===== src/rtl/ldl_rr_pkg.sv =====
// Shared types and helpers for the weighted round-robin burst scheduler.
package ldl_rr_pkg;

  typedef enum logic {RR_IDLE, RR_BURST} rr_state_e;

  // Modulo-n increment of a requester index.
  function automatic int unsigned rr_inc(input int unsigned idx, input int unsigned n);
    return (idx + 1 >= n) ? 0 : idx + 1;
  endfunction

endpackage


===== src/rtl/ldl_rr_ffs.sv =====
// Rotated find-first-set: first set bit of i_elig at or above i_start, wrapping to 0.
module ldl_rr_ffs
  import ldl_rr_pkg::*;
#(
  parameter int BIN_WIDTH = 3,
  parameter int REQ_WIDTH = 1 << BIN_WIDTH
) (
  input  logic [REQ_WIDTH-1:0] i_elig,
  input  logic [BIN_WIDTH-1:0] i_start,
  output logic                 o_found,
  output logic [BIN_WIDTH-1:0] o_sel
);

  logic [BIN_WIDTH-1:0] w_idx;

  // Scan from the far end down so the closest hit to i_start is written last.
  // Index wrap relies on REQ_WIDTH being exactly 2**BIN_WIDTH.
  always_comb begin
    o_found = 1'b0;
    o_sel   = '0;
    w_idx   = '0;
    for (int k = REQ_WIDTH - 1; k >= 0; k--) begin
      w_idx = i_start + BIN_WIDTH'(k);
      if (i_elig[w_idx]) begin
        o_found = 1'b1;
        o_sel   = w_idx;
      end
    end
  end

endmodule


===== src/rtl/ldl_rr_wrr_sched.sv =====
// Weighted round-robin burst scheduler sharing one valid/ready sink among REQ_WIDTH requesters.
module ldl_rr_wrr_sched
  import ldl_rr_pkg::*;
#(
  parameter int BIN_WIDTH  = 3,
  parameter int REQ_WIDTH  = 1 << BIN_WIDTH,
  parameter int WGT_WIDTH  = 4,
  parameter int USER_WIDTH = 1
) (
  input  logic                            clk,
  input  logic                            rst,
  input  logic [REQ_WIDTH-1:0]            req,
  input  logic [REQ_WIDTH*USER_WIDTH-1:0] iuser,
  input  logic                            ready,
  input  logic                            cfg_we,
  input  logic [BIN_WIDTH-1:0]            cfg_idx,
  input  logic [WGT_WIDTH-1:0]            cfg_wgt,
  output logic [REQ_WIDTH-1:0]            ack,
  output logic [BIN_WIDTH-1:0]            bin,
  output logic                            valid,
  output logic [USER_WIDTH-1:0]           ouser,
  output logic                            busy,
  output logic [WGT_WIDTH-1:0]            credit
);

  rr_state_e            r_state;
  logic [BIN_WIDTH-1:0] r_ptr;
  logic [BIN_WIDTH-1:0] r_owner;
  logic [WGT_WIDTH-1:0] r_credit;
  logic [WGT_WIDTH-1:0] r_wgt [REQ_WIDTH];

  logic [REQ_WIDTH-1:0] w_elig;
  logic [BIN_WIDTH-1:0] w_next;
  logic [BIN_WIDTH-1:0] w_start;
  logic [BIN_WIDTH-1:0] w_sel;
  logic                 w_found;
  logic                 w_xfer;
  logic                 w_end;

  always_comb begin
    w_elig = '0;
    for (int i = 0; i < REQ_WIDTH; i++) begin
      w_elig[i] = req[i] & (r_wgt[i] != '0);
    end
  end

  // One search engine: IDLE starts at ptr, a burst end starts just past the owner.
  assign w_next  = BIN_WIDTH'(rr_inc(int'(r_owner), REQ_WIDTH));
  assign w_start = (r_state == RR_BURST) ? w_next : r_ptr;

  ldl_rr_ffs #(
    .BIN_WIDTH(BIN_WIDTH),
    .REQ_WIDTH(REQ_WIDTH)
  ) u_ffs (
    .i_elig (w_elig),
    .i_start(w_start),
    .o_found(w_found),
    .o_sel  (w_sel)
  );

  assign valid  = (r_state == RR_BURST) & req[r_owner];
  assign w_xfer = valid & ready;
  assign w_end  = (r_state == RR_BURST) & (~req[r_owner] | (w_xfer & (r_credit == WGT_WIDTH'(1))));

  always_comb begin
    ack          = '0;
    ack[r_owner] = w_xfer;
  end

  assign bin    = r_owner;
  assign ouser  = valid ? iuser[int'(r_owner)*USER_WIDTH +: USER_WIDTH] : '0;
  assign busy   = (r_state == RR_BURST);
  assign credit = r_credit;

  // Credit is latched from the pre-write weight, so same-cycle cfg writes never alter a start.
  always_ff @(posedge clk) begin
    if (rst) begin
      r_state  <= RR_IDLE;
      r_ptr    <= '0;
      r_owner  <= '0;
      r_credit <= '0;
      for (int i = 0; i < REQ_WIDTH; i++) begin
        r_wgt[i] <= WGT_WIDTH'(1);
      end
    end else begin
      if (cfg_we) begin
        r_wgt[cfg_idx] <= cfg_wgt;
      end
      case (r_state)
        RR_IDLE: begin
          if (w_found) begin
            r_owner  <= w_sel;
            r_credit <= r_wgt[w_sel];
            r_state  <= RR_BURST;
          end
        end
        RR_BURST: begin
          if (w_end) begin
            r_ptr <= w_next;
            if (w_found) begin
              r_owner  <= w_sel;
              r_credit <= r_wgt[w_sel];
            end else begin
              r_credit <= '0;
              r_state  <= RR_IDLE;
            end
          end else if (w_xfer && r_credit != '0) begin
            r_credit <= r_credit - WGT_WIDTH'(1);
          end
        end
        default: r_state <= RR_IDLE;
      endcase
    end
  end

endmodule


===== config.mk =====
export PLATFORM = sky130hd
export DESIGN_NAME = ldl_rr_wrr_sched
export DESIGN_NICKNAME = d
export VERILOG_FILES = /design/src/rtl/ldl_rr_pkg.sv /design/src/rtl/ldl_rr_ffs.sv /design/src/rtl/ldl_rr_wrr_sched.sv
export SDC_FILE = /design/constraint.sdc
export NUM_CORES = 1
export LEC_CHECK = 0
export ABC_CLOCK_PERIOD_IN_PS = 12800
export BUFFER_PORTS_ARGS = -buffer_cell sky130_fd_sc_hd__buf_2
export CAP_MARGIN = 15
export CORE_MARGIN = 4
export CORE_UTILIZATION = 25
export CTS_CLUSTER_DIAMETER = 60
export DETAILED_ROUTE_END_ITERATION = 6
export REMOVE_ABC_BUFFERS = 1
export SYNTH_ARGS = -nofsm -noshare
export SYNTH_HDL_FRONTEND = slang
export SYNTH_SLANG_ARGS = --single-unit

===== constraint.sdc =====
create_clock -name clk -period 12.8 [get_ports clk]
set_input_delay 0.64 -clock clk [delete_from_list [all_inputs] [get_ports clk]]
set_output_delay 0.64 -clock clk [all_outputs]
set_load 0.01 [all_outputs]

== Word level (Yosys, flattened, before mapping) ==
Memory sizes are Yosys's and may differ from the RTL's.
Index checks and enable logic that the tools add are counted.

* Input bits: 27
* Logic and storage cells: 118
* Register bits: 11
* Memories: 1
* Output and inout bits: 18
* Memory bits (writable): 32

* Bitwise operators: 16
* Reduce and logical (&&, ||, !) cells: 14
* Magnitude comparators: 11
* Add/sub/neg operators: 9
* Shifts and indexed selects: 1
* Equal/unequal tests: 4
* Multiplexer cells: 58

{| class="wikitable"
|+ Memory list
! name !! words !! width !! rd ports !! clocked after memory_dff !! write ports !! RTL line !! source
|-
| r_wgt || 8 || 4 || 9 || 0 || 8 || ldl_rr_wrr_sched.sv:30 || <nowiki>logic [WGT_WIDTH-1:0] r_wgt [REQ_WIDTH];</nowiki>
|}

{| class="wikitable"
|+ Operator list
! kind !! number
|-
| $mux W3 || 13
|-
| $lt A3 B4 Y1 const B || 9
|-
| $reduce_bool A4 Y1 || 9
|-
| $bmux W1 S3 || 9
|-
| $mux W1 || 27
|-
| $mux W4 || 5
|-
| $add A3 B3 Y3 const B || 4
|-
| $and A1 B1 Y1 || 12
|-
| $and A8 B8 Y8 || 1
|-
| $pmux W4 S2 || 1
|-
| $shiftx A8 B4 Y1 || 1
|-
| $add A3 B2 Y3 const B || 2
|-
| $pmux W3 S2 || 1
|-
| $add A3 B1 Y4 const B || 1
|-
| $eq A4 B1 Y1 const B || 1
|-
| $ge A4 B4 Y1 const B || 1
|-
| $ne A2 B1 Y1 const B || 2
|-
| $reduce_and A2 Y1 || 2
|-
| $reduce_or A4 Y1 || 1
|-
| $sub A4 B1 Y4 const B || 1
|-
| $add A3 B1 Y3 const B || 1
|-
| $demux W1 S3 || 1
|-
| $ge A3 B1 Y1 const B || 1
|-
| $ne A3 B1 Y1 const B || 1
|-
| 4 further kinds || 6
|}

== Logic depth before layout (Yosys ltp) ==
An unclocked memory read counts as a cell.

* Word-level depth: 19
* Depth in mapped cells: 16
* Gate-level depth less buffers: 14

== Cells and area by module ==
Synthesis repeated with hierarchy kept, for this count alone.

* Cell total of the unflattened synthesis: 322
* Area, all modules: 3325.7 sq um

{| class="wikitable"
|+ Modules (own cells, without submodules)
! module !! instances !! sequential area each (sq um) !! area an instance (sq um) !! cells an instance
|-
| ldl_rr_wrr_sched || 1 || 1181.1 || 2543.7 || 232
|-
| ldl_rr_ffs || 1 || 0.0 || 782.0 || 90
|}

== Worst setup path before layout ==
No wires, ideal clock.

* Path type: register to register
* Start: register r_owner[0] (netlist: bin[0])
* End: register r_credit[0] (netlist: credit[0])
* Cell stages (with the launch flop): 16
* Arrival time: 4.096 ns
* Setup time: 0.076 ns
* Clock period less this slack: 4.172 ns
* Slack: 8.628 ns
* Data required time: 12.724 ns
* Path buffers: 4
* Cell sequence: dfxtp_1 > buf_4 > inv_4 > mux2_4 > buf_2 > ha_1 > buf_1 > mux4_2 > mux2_2 > a211oi_1 > o211ai_2 > a21oi_4 > buf_12 > mux2i_1 > mux4_2 > o22ai_1

* Longest elaborated chain between the ends: 19
* Elaborated cells on any way between the ends: 60
* Classes of those cells: add/sub (8); order compare (1); eq/ne (2); mux (40); bitwise (6); reduce/logical (2); memory (1)

{| class="wikitable"
|+ Ends and longest elaborated chain
! what !! RTL line !! source
|-
| start: declaration || ldl_rr_wrr_sched.sv:28 || <nowiki>logic [BIN_WIDTH-1:0] r_owner;</nowiki>
|-
| start signal: assignment || ldl_rr_wrr_sched.sv:92 || <nowiki>r_owner <= w_sel;</nowiki>
|-
| start signal: assignment || ldl_rr_wrr_sched.sv:101 || <nowiki>r_owner <= w_sel;</nowiki>
|-
| $add A3 B1 Y4 || ldl_rr_pkg.sv:8 || <nowiki>return (idx + 1 >= n) ? 0 : idx + 1;</nowiki>
|-
| $ge A4 B4 Y1 || ldl_rr_pkg.sv:8 ||
|-
| $mux W3 || ldl_rr_pkg.sv:8 ||
|-
| $mux W3 || ldl_rr_wrr_sched.sv:49 || <nowiki>assign w_start = (r_state == RR_BURST) ? w_next : r_ptr;</nowiki>
|-
| $add A3 B3 Y3 || ldl_rr_ffs.sv:23 || <nowiki>w_idx = i_start + BIN_WIDTH'(k);</nowiki>
|-
| $bmux W1 S3 || ldl_rr_ffs.sv:24 || <nowiki>if (i_elig[w_idx]) begin</nowiki>
|-
| $mux W1 (not written as such) || ldl_rr_ffs.sv:24 ||
|-
| $mux W3 (8 in series) || ldl_rr_ffs.sv:24 ||
|-
| $mem_v2 Z8 W4 || n/a ||
|-
| $mux W4 || ldl_rr_wrr_sched.sv:100 || <nowiki>if (w_found) begin</nowiki>
|-
| $mux W4 || ldl_rr_wrr_sched.sv:98 || <nowiki>if (w_end) begin</nowiki>
|-
| $pmux W4 S2 || ldl_rr_wrr_sched.sv:89 || <nowiki>case (r_state)</nowiki>
|-
| end signal: assignment || ldl_rr_wrr_sched.sv:93 || <nowiki>r_credit <= r_wgt[w_sel];</nowiki>
|-
| end signal: assignment || ldl_rr_wrr_sched.sv:102 || <nowiki>r_credit <= r_wgt[w_sel];</nowiki>
|-
| end signal: assignment || ldl_rr_wrr_sched.sv:108 || <nowiki>r_credit <= r_credit - WGT_WIDTH'(1);</nowiki>
|-
| end: declaration || ldl_rr_wrr_sched.sv:29 || <nowiki>logic [WGT_WIDTH-1:0] r_credit;</nowiki>
|}

Several ways; a longest one is shown, not always the timed one. The select of a mux whose other input is x is not followed.
A chain may end at the register's enable or synchronous reset.

== Final worst setup path ==
* Start: register r_owner[1] (netlist: bin[1])
* End: register r_credit[3] (netlist: credit[3])

* Longest elaborated chain between the ends: 19
* Elaborated cells on any way between the ends: 60
* Classes of those cells: add/sub (8); order compare (1); eq/ne (2); mux (40); bitwise (6); reduce/logical (2); memory (1)

{| class="wikitable"
|+ Ends and longest elaborated chain
! what !! RTL line !! source
|-
| $add A3 B1 Y4 * || ldl_rr_pkg.sv:8 ||
|-
| $ge A4 B4 Y1 || ldl_rr_pkg.sv:8 ||
|-
| $mux W3 * || ldl_rr_pkg.sv:8 ||
|-
| named net w_next[1] || ldl_rr_wrr_sched.sv:33 || <nowiki>logic [BIN_WIDTH-1:0] w_next;</nowiki>
|-
| $mux W3 * || ldl_rr_wrr_sched.sv:49 ||
|-
| $add A3 B3 Y3 || ldl_rr_ffs.sv:23 ||
|-
| $bmux W1 S3 || ldl_rr_ffs.sv:24 ||
|-
| $mux W1 (not written as such) || ldl_rr_ffs.sv:24 ||
|-
| $mux W3 (8 in series) || ldl_rr_ffs.sv:24 ||
|-
| $mem_v2 Z8 W4 || n/a ||
|-
| $mux W4 || ldl_rr_wrr_sched.sv:100 ||
|-
| $mux W4 || ldl_rr_wrr_sched.sv:98 ||
|-
| $pmux W4 S2 || ldl_rr_wrr_sched.sv:89 ||
|}

Mark *: on every way through the listed nets, which the timed path passes. The rest lies on a longest branch. The select of a mux whose other input is x is not followed.

==> impl_metrics.csv <==
group,metric,value,unit
run_status,status,"finished, final reports clean",
synth,ys_types,62,
min_path,holdCritPathClass,"register to register",
cells_and_area,fill_cells,1360,
sta,setup_viol,0,
grt,overflow,0,
synth,syn_inst,332,
grt,grt_max_degree,24,
setup_path,crit_start,"bin[1]",
grt,grt_pass1_wl,13900,um
floorplan,io_pins,45,
place,dp_hpwl,7060,um
grt,track_usage,11.6,%
sta,slew_headroom,33.6,%
synth,yosysWarnings,0,
place,place_congestion,0.893,
synth,synth_area,3340,sq um
floorplan,die_area,15300,sq um
power,p_int,534,uW
synth,yosysTopAreaCellShare,28.8,%
floorplan,die_w,124,um
setup_path,reg2reg_depth,12,
setup_path,critPathKind,"register to register",
power,pwr-share-clk,17.9,%
power,pwr-share-comb,61.2,%
clock_tree,cts_max_level,2,
sta,fin_skew,6.14,ps
setup_path,crit_end,"credit[3]",
power,leakage,1.51,nW
power,switching_power,402,uW
drt,dr.pass1.iters,4,
drt,drt-vias-per-instance,5.17,
floorplan,start_util,26.0,%
clock_tree,cts_tree,"yes",
power,netSwitchingFraction,42.9,%
synth,synthFlopType,"edfxtp_1",
clock_tree,path_clk_slew,60,ps
drt,wl,8820,um
cells_and_area,final_cells,543,
job,max_cap_viol_count,0,
cells_and_area,utilization,30.3,%
place,place_inst,535,
synth,ys_top_cells_by_count,"edfxtp_1, mux2i_1, nor2_1",
setup_path,r2r-start,"bin[1]",
cells_and_area,drive_gt1_share,25.1,%
floorplan,fp-row-count,41,
synth,ys_ff_latch,43,
setup_path,crit_required,13010,ps
cells_and_area,nNetsFinal,403,
drt,vias,2805,
synth,avgSynthCellArea,10.1,sq um
sta,maxSlewViolCount,0,
drt,drt_iter0_drc,170,
min_path,min-delay-start,"r_ptr[0]",
setup_path,critPathCaptureType,"register",
sta,setup_tns,0,ps
synth,yosysTopAreaCell,"edfxtp_1",
grt,antenna_found_initial,0,
drt,antenna_left,0,
sta,whs,509,ps
setup_path,cp_max_fo,15,
synth,synth_edf_count,32,
cells_and_area,diodes,0,
floorplan,dieHeight,124,um
clock_tree,cts.path.max_buffers,2,
sta,clock.fmax,203,MHz
clock_tree,cts_buffers,5,
clock_tree,clk_latency,290,ps
sta,tightest_slew,983,ps
cells_and_area,syn_to_final_growth,16.5,%
clock_tree,clock_sinks,43,
drt,drc,0,
setup_path,cp-start-kind,"register",
drt,wire_per_inst,16.2,um
clock_tree,root_buffer,"clkbuf_16",
sta,post-route-period-util,38.5,%
power,power_density,241,nW/um^2
setup_path,rrSetupSlack,7870,ps
sta,fin_crit,4930,ps
clock_tree,cts.repair.resized,0,
place,portBuffers,44,
sta,rsz0062_at_grt,"false",
power,peakVddDrop,0.0895,mV
synth,ys_seq_area_share,35.4,%
setup_path,r2r-end,"credit[3]",
clock_tree,postCtsHoldBufs,0,
floorplan,core_area,12800,sq um
grt,grt_pass1_vias,2681,
sta,hold_viol,0,
synth,yosys-top-cells-area,"edfxtp_1, mux2i_1, mux4_2, dfxtp_1, and2_1",
power,p_seq_share,20.9,%
synth,ys_async_sr_fraction,0,%
clock_tree,cts_setup_buffers,0,
setup_path,crit_arrival,5140,ps
[stage by stage]
| step | power [mW] | setup slack [ps] | cell area [sq um] |
|---|---|---|---|
| after detailed placement | 0.766 | 7870 | 3690 |
| after floorplan | 0.644 | 8390 | 3260 |
| final | 0.935 | 7870 | 3890 |
| after global placement | 0.750 | 8110 | 3690 |
| after CTS | 0.934 | 7860 | 3890 |
| after global routing | 0.999 | 7520 | 3890 |
[cells by family (layout without fill, tap and decap cells)]
logic type / count (synthesis) / after routing / share of synthesized area, %
multiplexers: 53 / 53 / 20.8
XOR/XNOR: 1 / 1 / 0.262
AND/OR/NAND/NOR: 136 / 136 / 21.3
flip-flops: 43 / 43 / 35.4
buffers and inverters: 23 / 62 / 3.67
adder cells (fa/ha/maj): 6 / 6 / 2.25
AO/OA/AOI/OAI: 70 / 70 / 16.3
[state kept, by name, summed over array words and instances (netlist names)]
name and flops:
busy 1, r_ptr 3, bin 3, r_wgt 32, credit 4
[how the worst min path moves through the flow]
stage	slack, ps	depth (start not counted)	end
2_1_floorplan	450	2	r_ptr[0]
3_3_place_gp	470	2	r_ptr[0]
3_5_place_dp	510	2	r_ptr[0]
4_1_cts	520	2	r_ptr[0]
5_1_grt	560	2	r_ptr[0]
6_report	510	2	r_ptr[0]
[layout by cell type, fill, tap and decap left out, drive strengths merged, types with 11 or more instances in the layout]
cell / netlist / final
a21oi: 16 / 16
and2: 26 / 26
buf: 8 / 44
dfxtp: 11 / 11
edfxtp: 32 / 32
inv: 10 / 11
mux2i: 33 / 33
mux4: 11 / 11
nand2: 25 / 25
nor2: 29 / 29
nor3: 12 / 12
[layer usage]
metal | share of wire [%] | track usage (%) | up-vias
met1 | 44 | 15.2 | 1350
met2 | 48 | 19.5 | 100
met4 | 1.5 | 2.84 | 0
met3 | 6.7 | 2.33 | 10
li1 | - | - | 1345
met5 | 0 | 0 | -
[power by group through the flow]
stage	Clock (mW)	Sequential, mW	Combinational (mW)
5_1_grt	0.177	0.200	0.622
3_5_place_dp	0	0.199	0.566
3_3_place_gp	0	0.198	0.551
4_1_cts	0.170	0.196	0.568
6_report	0.167	0.196	0.572
2_1_floorplan	0	0.195	0.449
[cell type report]
| type | count | area, sq um | share of cell area, % |
|---|---|---|---|
| Multi-Input combinational cell | 266 | 2030 | 52.3 |
| Sequential cell | 43 | 1180 | 30.4 |
| Timing Repair Buffer | 44 | 220 | 5.66 |
| Tap cell | 172 | 215 | 5.54 |
| Clock buffer | 5 | 125 | 3.22 |
| Clock inverter | 3 | 71.3 | 1.83 |
| Inverter | 10 | 40.0 | 1.03 |
[critical path, cell delays in order (launching register included)]
cell and delay, ps:
dfxtp_1 620, ha_1 370, mux2i_4 400, inv_2 170, ha_1 500, mux4_2 630
mux2_2 320, a211oi_1 350, o211ai_2 180, a21oi_4 490, mux2i_1 170, mux4_2 480
o22ai_1 150
Power figures use the tool's default switching activity.
